File: config.mk
export PLATFORM = sky130hd
export DESIGN_NAME = serial_normalizer
export DESIGN_NICKNAME = d
export VERILOG_FILES = /design/src/rtl/serial_normalizer.sv
export SDC_FILE = /design/constraint.sdc
export NUM_CORES = 1
export LEC_CHECK = 0
export CORE_MARGIN = 2
export CORE_UTILIZATION = 50
export CTS_CLUSTER_DIAMETER = 100
export CTS_CLUSTER_SIZE = 24
export DETAILED_ROUTE_END_ITERATION = 8
export GPL_ROUTABILITY_DRIVEN = 0
export HOLD_SLACK_MARGIN = 0.12
export MAX_ROUTING_LAYER = met4
export PLACE_DENSITY_LB_ADDON = 0.3
export SLEW_MARGIN = 20
export SYNTH_ARGS = -nofsm -noshare
export SYNTH_HDL_FRONTEND = slang
export SYNTH_SLANG_ARGS = --single-unit
File: constraint.sdc
create_clock -name clk -period 3.33 [get_ports clk]
set_input_delay 0.8325 -clock clk [delete_from_list [all_inputs] [get_ports clk]]
set_output_delay 0.8325 -clock clk [all_outputs]
set_load 0.01 [all_outputs]
File: src/rtl/serial_normalizer.sv
`default_nettype none
// ============================================================================
// Module      : serial_normalizer
// Description : Converts a 12-bit two's-complement sample into sign, 3-bit
//               exponent, 4-bit significand and round bit. The leading one is
//               found by shifting the magnitude left one place per clock.
//               Valid/ready handshakes on input and output.
// Revision    : 1.0 - initial release
// ============================================================================
module serial_normalizer (
    input  logic        clk,
    input  logic        rst_n,
    input  logic [11:0] d_in,
    input  logic        in_valid,
    output logic        in_ready,
    output logic        sign_out,
    output logic [2:0]  e_output,
    output logic [3:0]  f_output,
    output logic        fifth_bit,
    output logic        out_valid,
    input  logic        out_ready
);

    // Shift budget is tied to the 3-bit exponent range.
    localparam logic [3:0] MAX_SHIFT = 4'd8;

    typedef enum logic [1:0] {
        IDLE = 2'd0,
        NORM = 2'd1,
        DONE = 2'd2
    } state_t;

    state_t      state;
    state_t      state_next;

    logic        sign;
    logic [11:0] mag;
    logic [3:0]  s;
    logic [11:0] mag_in;
    logic        norm_done;

    // Absolute value of the incoming sample; the most-negative code has no
    // positive counterpart and clamps to the largest positive magnitude.
    always_comb begin
        mag_in = d_in;
        if (d_in == 12'h800) begin
            mag_in = 12'h7FF;
        end else if (d_in[11]) begin
            mag_in = ~d_in + 12'd1;
        end
    end

    // Normalisation ends on a leading one or when the shift budget runs out.
    assign norm_done = mag[11] || (s == MAX_SHIFT);

    assign in_ready  = (state == IDLE);
    assign out_valid = (state == DONE);

    // State register.
    always_ff @(posedge clk or negedge rst_n) begin
        if (!rst_n) begin
            state <= IDLE;
        end else begin
            state <= state_next;
        end
    end

    // Next-state decode.
    always_comb begin
        state_next = state;
        case (state)
            IDLE:    if (in_valid)  state_next = NORM;
            NORM:    if (norm_done) state_next = DONE;
            DONE:    if (out_ready) state_next = IDLE;
            default: state_next = IDLE;
        endcase
    end

    // Datapath: capture on accept, shift while normalising, latch results.
    always_ff @(posedge clk or negedge rst_n) begin
        if (!rst_n) begin
            sign      <= 1'b0;
            mag       <= 12'd0;
            s         <= 4'd0;
            sign_out  <= 1'b0;
            e_output  <= 3'd0;
            f_output  <= 4'd0;
            fifth_bit <= 1'b0;
        end else begin
            case (state)
                IDLE: begin
                    if (in_valid) begin
                        sign <= d_in[11];
                        mag  <= mag_in;
                        s    <= 4'd0;
                    end
                end
                NORM: begin
                    if (norm_done) begin
                        // 8 - s modulo 8 equals -s on the low three bits,
                        // so s = 8 lands on exponent 0 (denormal).
                        e_output  <= 3'd0 - s[2:0];
                        f_output  <= mag[11:8];
                        fifth_bit <= mag[7];
                        sign_out  <= sign;
                    end else begin
                        mag <= {mag[10:0], 1'b0};
                        s   <= s + 4'd1;
                    end
                end
                default: begin
                end
            endcase
        end
    end

endmodule
`default_nettype wire

* Word-level counts from Yosys, hierarchy flattened
Cells that the tools add are included.
Operators by class: mux-type cells 12, bitwise gates (word level) 1, reductions and logical operators 7, eq/ne operators 8, add/sub/neg operators 3
Operator list (number):
- $mux 12 | 4
- $pmux 12 s2 | 1
- $add 12x1->12 const B | 1
- $eq 12x12->1 const B | 1
- $not 12->12 | 1
- $mux 4 | 2
- $pmux 4 s2 | 1
- $mux 2 | 3
- $ne 2x2->1 const B | 3
- $pmux 2 s3 | 1
- $reduce_and 3->1 | 2
- $add 4x1->4 const B | 1
- $eq 4x4->1 const B | 1
- $reduce_and 2->1 | 2
- $sub 1x3->3 const A | 1
- $eq 2x1->1 const B | 1
- $eq 2x2->1 const B | 1
- $logic_not 2->1 | 1
- $ne 2x1->1 const B | 1
- $reduce_bool 2->1 | 1
- $logic_or 1x1->1 | 1
Word-level totals: flip-flop bits (word level) 28, input port bits 16

* Depth between registers and ports, before layout
Gate-level depths: netlist (run 1).
depth after elaboration 6, gate-level depth with buffers 7, mapped depth without buffers 6

* Least setup slack after synthesis (run 1)
No wires, ideal clock.
kind input port to flip-flop, from input d_in[2], to register mag[2], library setup time 0.081 ns, buffers on the path 1, stages 5, arrival time 2.097 ns, required time 3.249 ns, slack 1.152 ns, cells stage by stage clkbuf_1 > nor4_2 > a311oi_1 > or3_1 > a31oi_2
Between the ends: cells in the longest elaborated chain, start to end 6, elaborated cells between the ends (all ways) 7, classes of those cells add/sub: 1; eq/ne: 1; mux: 4; bitwise: 1
Ends and longest elaborated chain:
- start: declaration | line 13 | input logic [11:0] d_in,
- $not 12->12 | line 49 | mag_in = ~d_in + 12'd1;
- $add 12x1->12 | line 49
- $mux 12 | line 48 | end else if (d_in[11]) begin
- $mux 12 (*) | line 46 | if (d_in == 12'h800) begin
- $mux 12 (*) | line 92 | if (in_valid) begin
- $pmux 12 s2 (*) | line 90 | case (state)
- end signal: assignment | line 94 | mag <= mag_in;
- end signal: assignment | line 107 | mag <= {mag[10:0], 1'b0};
- end: declaration | line 37 | logic [11:0] mag;
Mark *: on every way between the ends. The rest lies on a longest branch, timed or not. The select of a mux whose other input is x is not followed. A chain may end at the register's enable or synchronous reset.

* Final worst setup path (run 1)
from input d_in[1], to register mag[6]
The elaborated chain is that of the path after synthesis.

==> summary.txt, run 1 <==
Finish
  • Area Overhead vs Synth: 22.5%
  • N_diodes: 0
  • Final core utilization: 64.8%
  • FILL cells: roughly 260
  • Final Cell Area: 0.00198 mm²
  • Nets@finish: 219
  • Layout cell share with drive strength beyond 1: between 10% and 20%

STA
  • Final setup fails: 0
  • Final Skew: 8.16 ps
  • Final hold vios: 0
  • RSZ-0062 raised after global routing: no
  • Setup ws final: approximately 820 ps
  • Post-route minimum period: 2510 ps
  • Worst Tran Pin Value: 843 ps
  • Final worst path period share: 75.3%
  • Slew Viols, Final: 0
  • Total negative setup slack: 0 ps
  • Peak Freq: approximately 400 MHz
  • Slew Limit Headroom: approximately 43%

Outcome
  • Outcome: finished, final reports clean

Routing
  • Drt initial violations: 120
  • Routed vias: between 1k and 1.5k
  • Vias per Instance: ~6
  • Routed WL: 3650 µm
  • Drt pass-1 iters: 4
  • Drt wl/cell: 15.0 µm
  • DRC: 0
  • DRT antenna net count: 0

Setup path
  • Worst path slowest cell: clkdlybuf4s50_1
  • Setup crit end kind: flip-flop
  • Worst path required time: roughly 3600 ps
  • CP max stage delay: 550 ps
  • Worst setup path class: in -> reg
  • Critical path, cell by cell: clkdlybuf4s50_1, inv_1, ha_1, inv_1, a2111oi_0, o21ai_0, o22a_1
  • Crit-path most repeated cell: inv_1
  • Worst-path fanout max: 10
  • CP Launch Type: primary input
  • CP arrival: 2740 ps

Die
  • Initial Util: 52.9%
  • Core Area: around 0.0031 mm²
  • Num rows: 20
  • Die height: 60.8 µm
  • Die area: 0.00370 mm²
  • IO Count: 27
  • Die width: between 60 and 70 µm

Yosys
  • Most common cell in the netlist: dfrtp_1
  • Top post-synthesis cells by area: dfrtp_1 43%, nand2_1 4.2%, o21ai_0 3.7%
  • Synth async-reset ratio: 100%
  • Sequential cell area fraction in the yosys report: a little over two fifths
  • Post-Syn Nets: 191
  • Synth top area share: roughly 43%
  • Post-synth top area cell: dfrtp_1
  • Main flop type after synthesis: dfrtp_1
  • Synthesized instance count: 172
  • Count of different cell masters after synthesis: 50
  • Synth Register Bits: 28
  • Synthesized area: 0.00162 mm²
  • Number of flops mapped to enable cells by yosys: 0
  • Yosys Warn Count: 0
  • Commonest cells post-synth: 28 x dfrtp_1, 18 x nand2_1, 15 x nor2_1
  • Syn avg cell area: 9.39 µm²

Clock tree
  • CTS root buffer: clkbuf_4
  • H-Tree Depth: 1
  • Max Buffers Root-to-Sink: 2
  • PostCTS Resize Cnt: 0
  • Clk_lat worst skew: 330 ps
  • CTS clk-pin slew, worst paths: 150 ps
  • Post-CTS setup repair buffer count: 0
  • CTS tree: yes
  • CTS hold repair buffers: 0
  • Inserted Clock Buffers: 3
  • Clock sink total: 28

Job
  • Max Cap Viol: 0

Place
  • Placed inst area: 0.00194 mm²
  • Dpl ws: 497 ps
  • Number of port buffers: 26
  • Hpwl dp: 2800 µm

Pwr
  • Max VDD drop: approximately 0.27 mV
  • Pwr Density: roughly 740 mW/mm²
  • PnR Total Power: 1.47 mW
  • Leak Pwr: 0.802 nW

GRT
  • Global Route Usage Sum: 22.8%
  • First-pass GRT wire length: 6220 µm
  • Pin count of the biggest net entering global routing: 29
  • Vias in the first global route: approximately 1.4k
  • GRT overflow: 0
  • Initial antenna violation count: 0

Min path
  • Worst hold path class: reg -> reg
==> cells in the final DEF, fill, tap and decap left out, types with 3 or more instances in the layout <==
cell	netlist	final
a21oi_1	4	4
a31oi_1	7	7
nor2_1	15	15
o21ai_0	12	12
inv_1	9	9
clkbuf_4	0	3
nor3_1	5	5
or3_1	4	4
mux2i_1	3	3
mux2_2	5	5
ha_1	3	3
nand4_1	3	3
nand2_1	18	18
buf_4	0	7
clkdlybuf4s50_1	0	26
dfrtp_1	28	28
==> path summary, 6_finish.rpt <==
check	cells past startpoint	from	endpoint	slack (ps)
max	7	d_in[1]	mag[6]	820
min	2	e_output[2]	e_output[2]	490
max reg2reg	7	s[0]	mag[11]	1110
min reg2reg	2	e_output[2]	e_output[2]	490
max in group asynchronous	2	rst_n	s[0]	2210
min in group asynchronous	2	rst_n	e_output[2]	860
==> where the power goes <==
part	total (mW)	switching, mW	internal (mW)	leakage, nW
clock network	0.166	0.0993	0.0669	0.0210
logic	0.716	0.359	0.357	0.445
registers	0.591	0.0994	0.491	0.335
total	1.47	0.558	0.915	0.802
==> critical path, delay by kind of cell <==
family	cells	cell delay [ps]
fa+ha+maj	1	320
compound gates	3	770
buf+inv	3	820
==> area by class of cell <==
type	instances	area [µm²]	share of cell area [%]
clock buffer	4	36.3	1.83
sequential	28	701	35.4
timing repair buffer	33	313	15.8
tap	44	55.1	2.78
multi-input combinational	125	841	42.5
inverter	9	33.8	1.71
==> cells by family after synthesis <==
group / after synthesis / share of synthesized area [%]
fa+ha+maj: 3 / 2.32
buf+inv: 19 / 4.57
xor+xnor: 4 / 2.17
compound gates: 46 / 21.6
mux: 8 / 5.34
simple gates: 64 / 20.6
flops: 28 / 43.4
==> per-layer routing <==
layer | part of all wire [%] | global-route usage (%) | wire (µm) | up-vias
met3 | 5.7 | 1.28 | 207 | 6
met1 | 43 | 28.9 | 1570 | 686
met4 | 1.4 | 6.52 | 52 | 0
li1 | - | - | - | 686
met5 | 0 | - | 0 | -
met2 | 50 | 39.5 | 1820 | 69
==> registers in the layout, summed over array words and instances, names as in the netlist <==
register and flops:
s 4, sign_out 1, e_output 3, f_output 4, sign 1, mag 12
state 2, fifth_bit 1
==> per-stage QoR <==
step                      hold WS [ps]  std cells
final                              493        243
after global routing               547        243
after CTS                          503        243
after detailed placement           471        239
after global placement             462        239
after floorplan                    446        172
Power figures use the tool's default switching activity.
==> inputs of run 2 (changes only) <==
--- a/config.mk
+++ b/config.mk
@@ -6,7 +6,7 @@
 export NUM_CORES = 1
 export LEC_CHECK = 0
 export CORE_MARGIN = 2
-export CORE_UTILIZATION = 50
+export CORE_UTILIZATION = 47
 export CTS_CLUSTER_DIAMETER = 100
 export CTS_CLUSTER_SIZE = 24
 export DETAILED_ROUTE_END_ITERATION = 8
==> constraint.sdc (replaced) <==
create_clock -name clk -period 2.3 [get_ports clk]
set_input_delay 0.575 -clock clk [delete_from_list [all_inputs] [get_ports clk]]
set_output_delay 0.575 -clock clk [all_outputs]
set_load 0.01 [all_outputs]
==> summary.txt, run 2 (same netlist as run 1, synthesis figures left out) <==
Outcome
  • Outcome: finished, final reports clean

Place
  • Placed inst area: ~0.0021 mm²
  • Hpwl dp: 2990 µm
  • Number of port buffers: 26

STA
  • Post-route minimum period: roughly 2100 ps
  • Final hold vios: 0
  • Worst Tran Pin Value: 723 ps
  • Total negative setup slack: 0 ps
  • Final worst path period share: 90.7%
  • Final setup fails: 0
  • RSZ-0062 raised after global routing: no
  • Final Skew: 2.85 ps
  • Slew Limit Headroom: approximately 52%
  • Slew Viols, Final: 0
  • Peak Freq: roughly 480 MHz

Min path
  • WHS Path Cells: 2
  • Worst hold path class: reg -> reg

Die
  • Initial Util: between 40% and 50%
  • Num rows: 21
  • Die width: 62.6 µm
  • IO Count: 27
  • Die area: 0.00392 mm²
  • Die height: 62.6 µm
  • Core Area: about 0.0033 mm²

Clock tree
  • Max Buffers Root-to-Sink: 2
  • CTS hold repair buffers: 0
  • CTS root buffer: clkbuf_4
  • CTS clk-pin slew, worst paths: 150 ps
  • Clock sink total: 28
  • Clk_lat worst skew: 320 ps
  • H-Tree Depth: 1
  • CTS tree: yes
  • Inserted Clock Buffers: 3
  • PostCTS Resize Cnt: 0
  • Post-CTS setup repair buffer count: 0

Finish
  • N_diodes: 0
  • Commonest non-fill, non-tap cell in the layout: dfrtp_1
  • Area Overhead vs Synth: 31.0%
  • Top reg by flops: mag
  • Final core utilization: 63.9%
  • Most frequent cells in the layout: 28 x dfrtp_1, 26 x clkdlybuf4s50_1, 20 x buf_4
  • FILL cells: approximately 300
  • Layout cell share with drive strength beyond 1: 18.8%
  • Largest registers: mag: 12 flops, f_output: 4 flops, s: 4 flops
  • Final Cell Area: 0.00212 mm²
  • Max reg flops: 12
  • Nets@finish: 233

Setup path
  • Cells on worst reg2reg path: 7
  • Worst-path fanout max: 5
  • Worst path depth: 3
  • Worst path required time: 1730 ps
  • CP arrival: 1510 ps
  • Worst path slowest cell: clkdlybuf4s50_1
  • Worst setup path class: reg -> out
  • Cell family with most CP delay: buffers and inverters
  • Setup crit end kind: output port
  • CP max stage delay: roughly 520 ps
  • CP Launch Type: flip-flop
  • Worst path bufs/invs: 2
  • Critical path, cell by cell: nand2b_1, inv_1, clkdlybuf4s50_1

Pwr
  • Seq pwr share: 37.5%
  • Cell Int Power: 1.46 mW
  • Leak Pwr: 0.880 nW
  • Comb pwr share: 48.4%
  • Sw Ratio: a little over a third
  • Sw power: approximately 0.83 mW
  • Clk pwr share: 14.1%
  • Pwr Density: 1080 mW/mm²
  • Max VDD drop: 0.341 mV

Routing
  • DRT antenna net count: 0
  • Routed vias: 1496
  • Vias per Instance: around 5.8
  • Drt initial violations: 53
  • Drt wl/cell: 14.5 µm
  • DRC: 0
  • Routed WL: between 3000 and 4000 µm
  • Drt pass-1 iters: 4

GRT
  • Pin count of the biggest net entering global routing: 29
  • Vias in the first global route: 1473
  • GRT overflow: 0
  • Initial antenna violation count: 0
  • First-pass GRT wire length: 6580 µm
  • Global Route Usage Sum: 21.4%

Job
  • Max Cap Viol: 0
[run 2: cell types whose count changed in the layout (fill, tap and decap cells not counted)]
cell / before / now
buf_12: 0 / 1
buf_4: 7 / 20
bufinv_16: 0 / 1
clkbuf_8: 1 / 0
[run 2: worst reg2reg max path, cell delays in order (launching register included)]
cell and delay [ps]:
dfrtp_1 440, inv_1 70, ha_1 220, and3b_1 210, o31ai_2 600, buf_12 220
nor2_1 50, a31oi_2 140
[run 2: power by group through the flow]
stage	clock network, mW	registers [mW]	logic (mW)
floorplan	0	0.867	0.622
global placement	0	0.857	1.08
detailed placement	0	0.870	1.12
CTS	0.327	0.859	1.12
global route	0.353	0.888	1.23
finish	0.323	0.859	1.11
[run 2: final cells by class]
cell class                      count  area [µm²]  share of cell area (%)
Multi-Input combinational cell    125         841                    39.7
Inverter                            9        33.8                    1.60
Sequential cell                    28         701                    33.1
Tap cell                           46        57.6                    2.72
Clock buffer                        3        22.5                    1.06
Timing Repair Buffer               47         430                    20.3
Clock inverter                      1        30.0                    1.42
[run 2: final timing paths]
path,from,endpoint,slack (ps)
worst max-delay path,state[0],out_valid,210
worst min-delay path,sign,sign,500
worst max register to register,s[0],mag[2],280
worst min register to register,sign,sign,500
max in group asynchronous,rst_n,mag[11],1450
min in group asynchronous,rst_n,e_output[0],590
[run 2: layer usage]
layer	global-route usage (%)	wire length (µm)	up-vias
li1	-	-	715
met1	26.2	1590	728
met2	36.8	1940	47
met3	1.44	162	6
met4	8.61	61	0
met5	-	0	-
[run 2: stage by stage]
step | hold slack (ps) | setup slack [ps] | power, mW | cells
2_1_floorplan | 279 | 379 | 1.49 | 172
3_3_place_gp | 462 | -17.7 | 1.94 | 255
3_5_place_dp | 473 | -49.3 | 1.99 | 255
4_1_cts | 505 | 196 | 2.30 | 259
5_1_grt | 546 | 106 | 2.47 | 259
6_report | 502 | 214 | 2.29 | 259
==> inputs of run 3 (changes only) <==
--- a/config.mk
+++ b/config.mk
@@ -5,8 +5,9 @@
 export SDC_FILE = /design/constraint.sdc
 export NUM_CORES = 1
 export LEC_CHECK = 0
+export ABC_AREA = 1
 export CORE_MARGIN = 2
-export CORE_UTILIZATION = 47
+export CORE_UTILIZATION = 48
 export CTS_CLUSTER_DIAMETER = 100
 export CTS_CLUSTER_SIZE = 24
 export DETAILED_ROUTE_END_ITERATION = 8
==> summary.txt, run 3 <==
Setup path
  • CP Launch Type: flip-flop
  • Worst setup path class: reg -> out
  • Setup crit end kind: output port
  • Worst-path fanout max: 4
  • Worst path required time: 1730 ps
  • CP arrival: 1500 ps
  • Cells on worst reg2reg path: 11

Routing
  • Routed vias: 1461
  • DRT antenna net count: 0
  • DRC: 0
  • Drt pass-1 iters: 4
  • Routed WL: 3180 µm
  • Drt initial violations: a little under 70
  • Vias per Instance: 4.82
  • Drt wl/cell: ~10 µm

STA
  • Worst Tran Pin Value: 357 ps
  • Slew Viols, Final: 0
  • Hold slack final: 488 ps
  • Total negative setup slack: 0 ps
  • Slew Limit Headroom: 76.1%
  • Final Skew: 3.44 ps
  • Post-route minimum period: 2080 ps
  • Final setup fails: 0
  • Final hold vios: 0
  • RSZ-0062 raised after global routing: no
  • Final worst path period share: 90.4%
  • Peak Freq: about 480 MHz

Yosys
  • Main flop type after synthesis: dfrtp_1
  • Synth Register Bits: 28
  • Synth top area share: 42.3%
  • Post-Syn Nets: 249
  • Post-synth top area cell: dfrtp_1
  • Syn avg cell area: roughly 7.2 µm²
  • Most common cell in the netlist: nand2_1
  • Synthesized area: 0.00166 mm²
  • Top post-synthesis cells by area: dfrtp_1 42%, nand2_1 18%, nor2_1 7.5%
  • Number of flops mapped to enable cells by yosys: 0
  • Commonest cells post-synth: 78 x nand2_1, 33 x nor2_1, 28 x dfrtp_1
  • Synth async-reset ratio: 100%
  • Yosys Warn Count: 0
  • Sequential cell area fraction in the yosys report: 42.3%
  • Count of different cell masters after synthesis: 26
  • Synthesized instance count: 230

Clock tree
  • PostCTS Resize Cnt: 0
  • Post-CTS setup repair buffer count: 0
  • CTS root buffer: clkbuf_4
  • CTS clk-pin slew, worst paths: 150 ps
  • Max Buffers Root-to-Sink: 2
  • H-Tree Depth: 1
  • Inserted Clock Buffers: 3
  • CTS hold repair buffers: 0
  • Clock sink total: 28
  • CTS tree: yes
  • Clk_lat worst skew: 320 ps

GRT
  • Global Route Usage Sum: 18.7%
  • Vias in the first global route: 1368
  • Pin count of the biggest net entering global routing: 29
  • Initial antenna violation count: 0
  • GRT overflow: 0
  • First-pass GRT wire length: roughly 5800 µm

Pwr
  • Seq pwr share: 38.5%
  • Sw power: 0.925 mW
  • Clk pwr share: a little over a tenth
  • Comb pwr share: roughly half
  • Leak Pwr: 1.00 nW
  • Cell Int Power: ~1.3 mW
  • Pwr Density: 1100 mW/mm²
  • Max VDD drop: 0.421 mV
  • Sw Ratio: 42.4%

Finish
  • Layout cell share with drive strength beyond 1: 10.5%
  • N_diodes: 0
  • Commonest non-fill, non-tap cell in the layout: nand2_1
  • Largest registers: mag: 12 flops, f_output: 4 flops, s: 4 flops
  • FILL cells: 331
  • Nets@finish: 277
  • Area Overhead vs Synth: 19.8%
  • Final Cell Area: ~0.0020 mm²
  • Max reg flops: 12
  • Top reg by flops: mag
  • Most frequent cells in the layout: 78 x nand2_1, 33 x nor2_1, 28 x dfrtp_1

Min path
  • WHS Path Cells: 2
  • Worst hold path class: reg -> reg

Die
  • Die area: 0.00394 mm²
  • IO Count: 27
  • Num rows: 21
  • Die height: 62.7 µm
  • Die width: ~63 µm
  • Core Area: 0.00334 mm²
  • Initial Util: 49.6%

Place
  • Hpwl dp: 2500 µm
  • Placed inst area: ~0.002 mm²
  • Number of port buffers: 26

Job
  • Max Cap Viol: 0

Outcome
  • Outcome: finished, final reports clean
-- run 3: routing by layer --
metal | share of wire [%] | global-route usage, %
met5 | 0 | -
met1 | 47 | 24.4
met3 | 3.2 | 1.80
met2 | 49 | 30.5
met4 | 0.88 | 6.67
-- run 3: worst paths after layout --
| kind | startpoint | to | slack (ps) |
|---|---|---|---|
| worst max register to register | s[0] | mag[9] | 720 |
| min in group asynchronous | rst_n | e_output[2] | 600 |
| worst min register to register | e_output[1] | e_output[1] | 490 |
| max in group asynchronous | rst_n | mag[7] | 1440 |
| worst max-delay path | state[0] | in_ready | 220 |
| worst min-delay path | e_output[1] | e_output[1] | 490 |
-- run 3: cells by family after synthesis --
logic type               after synthesis  share of synthesized area (%)
AO/OA/AOI/OAI                         24                           9.22
XOR/XNOR                               3                           1.59
adder cells (fa/ha/maj)                3                           2.27
buffers and inverters                 31                           8.68
flip-flops                            28                           42.3
AND/OR/NAND/NOR                      141                           36.0
-- run 3: per-stage QoR --
step	utilization, %	instances	total power, mW	worst slack [ps]
finish	59.5	303	2.18	220
global route	59.5	303	2.40	127
CTS	59.5	303	2.21	201
floorplan	-	230	1.66	802
detailed placement	58.4	299	1.97	145
global placement	58.4	299	1.94	223
-- run 3: cell type report --
class	instances	area [µm²]	share of cell area (%)
Clock buffer	4	36.3	1.83
Timing Repair Buffer	28	275	13.9
Sequential cell	28	701	35.3
Tap cell	46	57.6	2.90
Inverter	26	103	5.17
Multi-Input combinational cell	171	812	40.9
-- run 3: power groups by stage --
stage	registers [mW]	logic [mW]	clock network, mW
2_1_floorplan	0.860	0.803	0
3_3_place_gp	0.840	1.10	0
3_5_place_dp	0.851	1.12	0
4_1_cts	0.841	1.12	0.246
5_1_grt	0.872	1.25	0.274
6_report	0.839	1.11	0.236
-- run 3: worst max-delay path: stages, from the launching register on --
cell	delay (ps)
dfrtp_1	440
nor2_1	180
clkdlybuf4s50_1	560
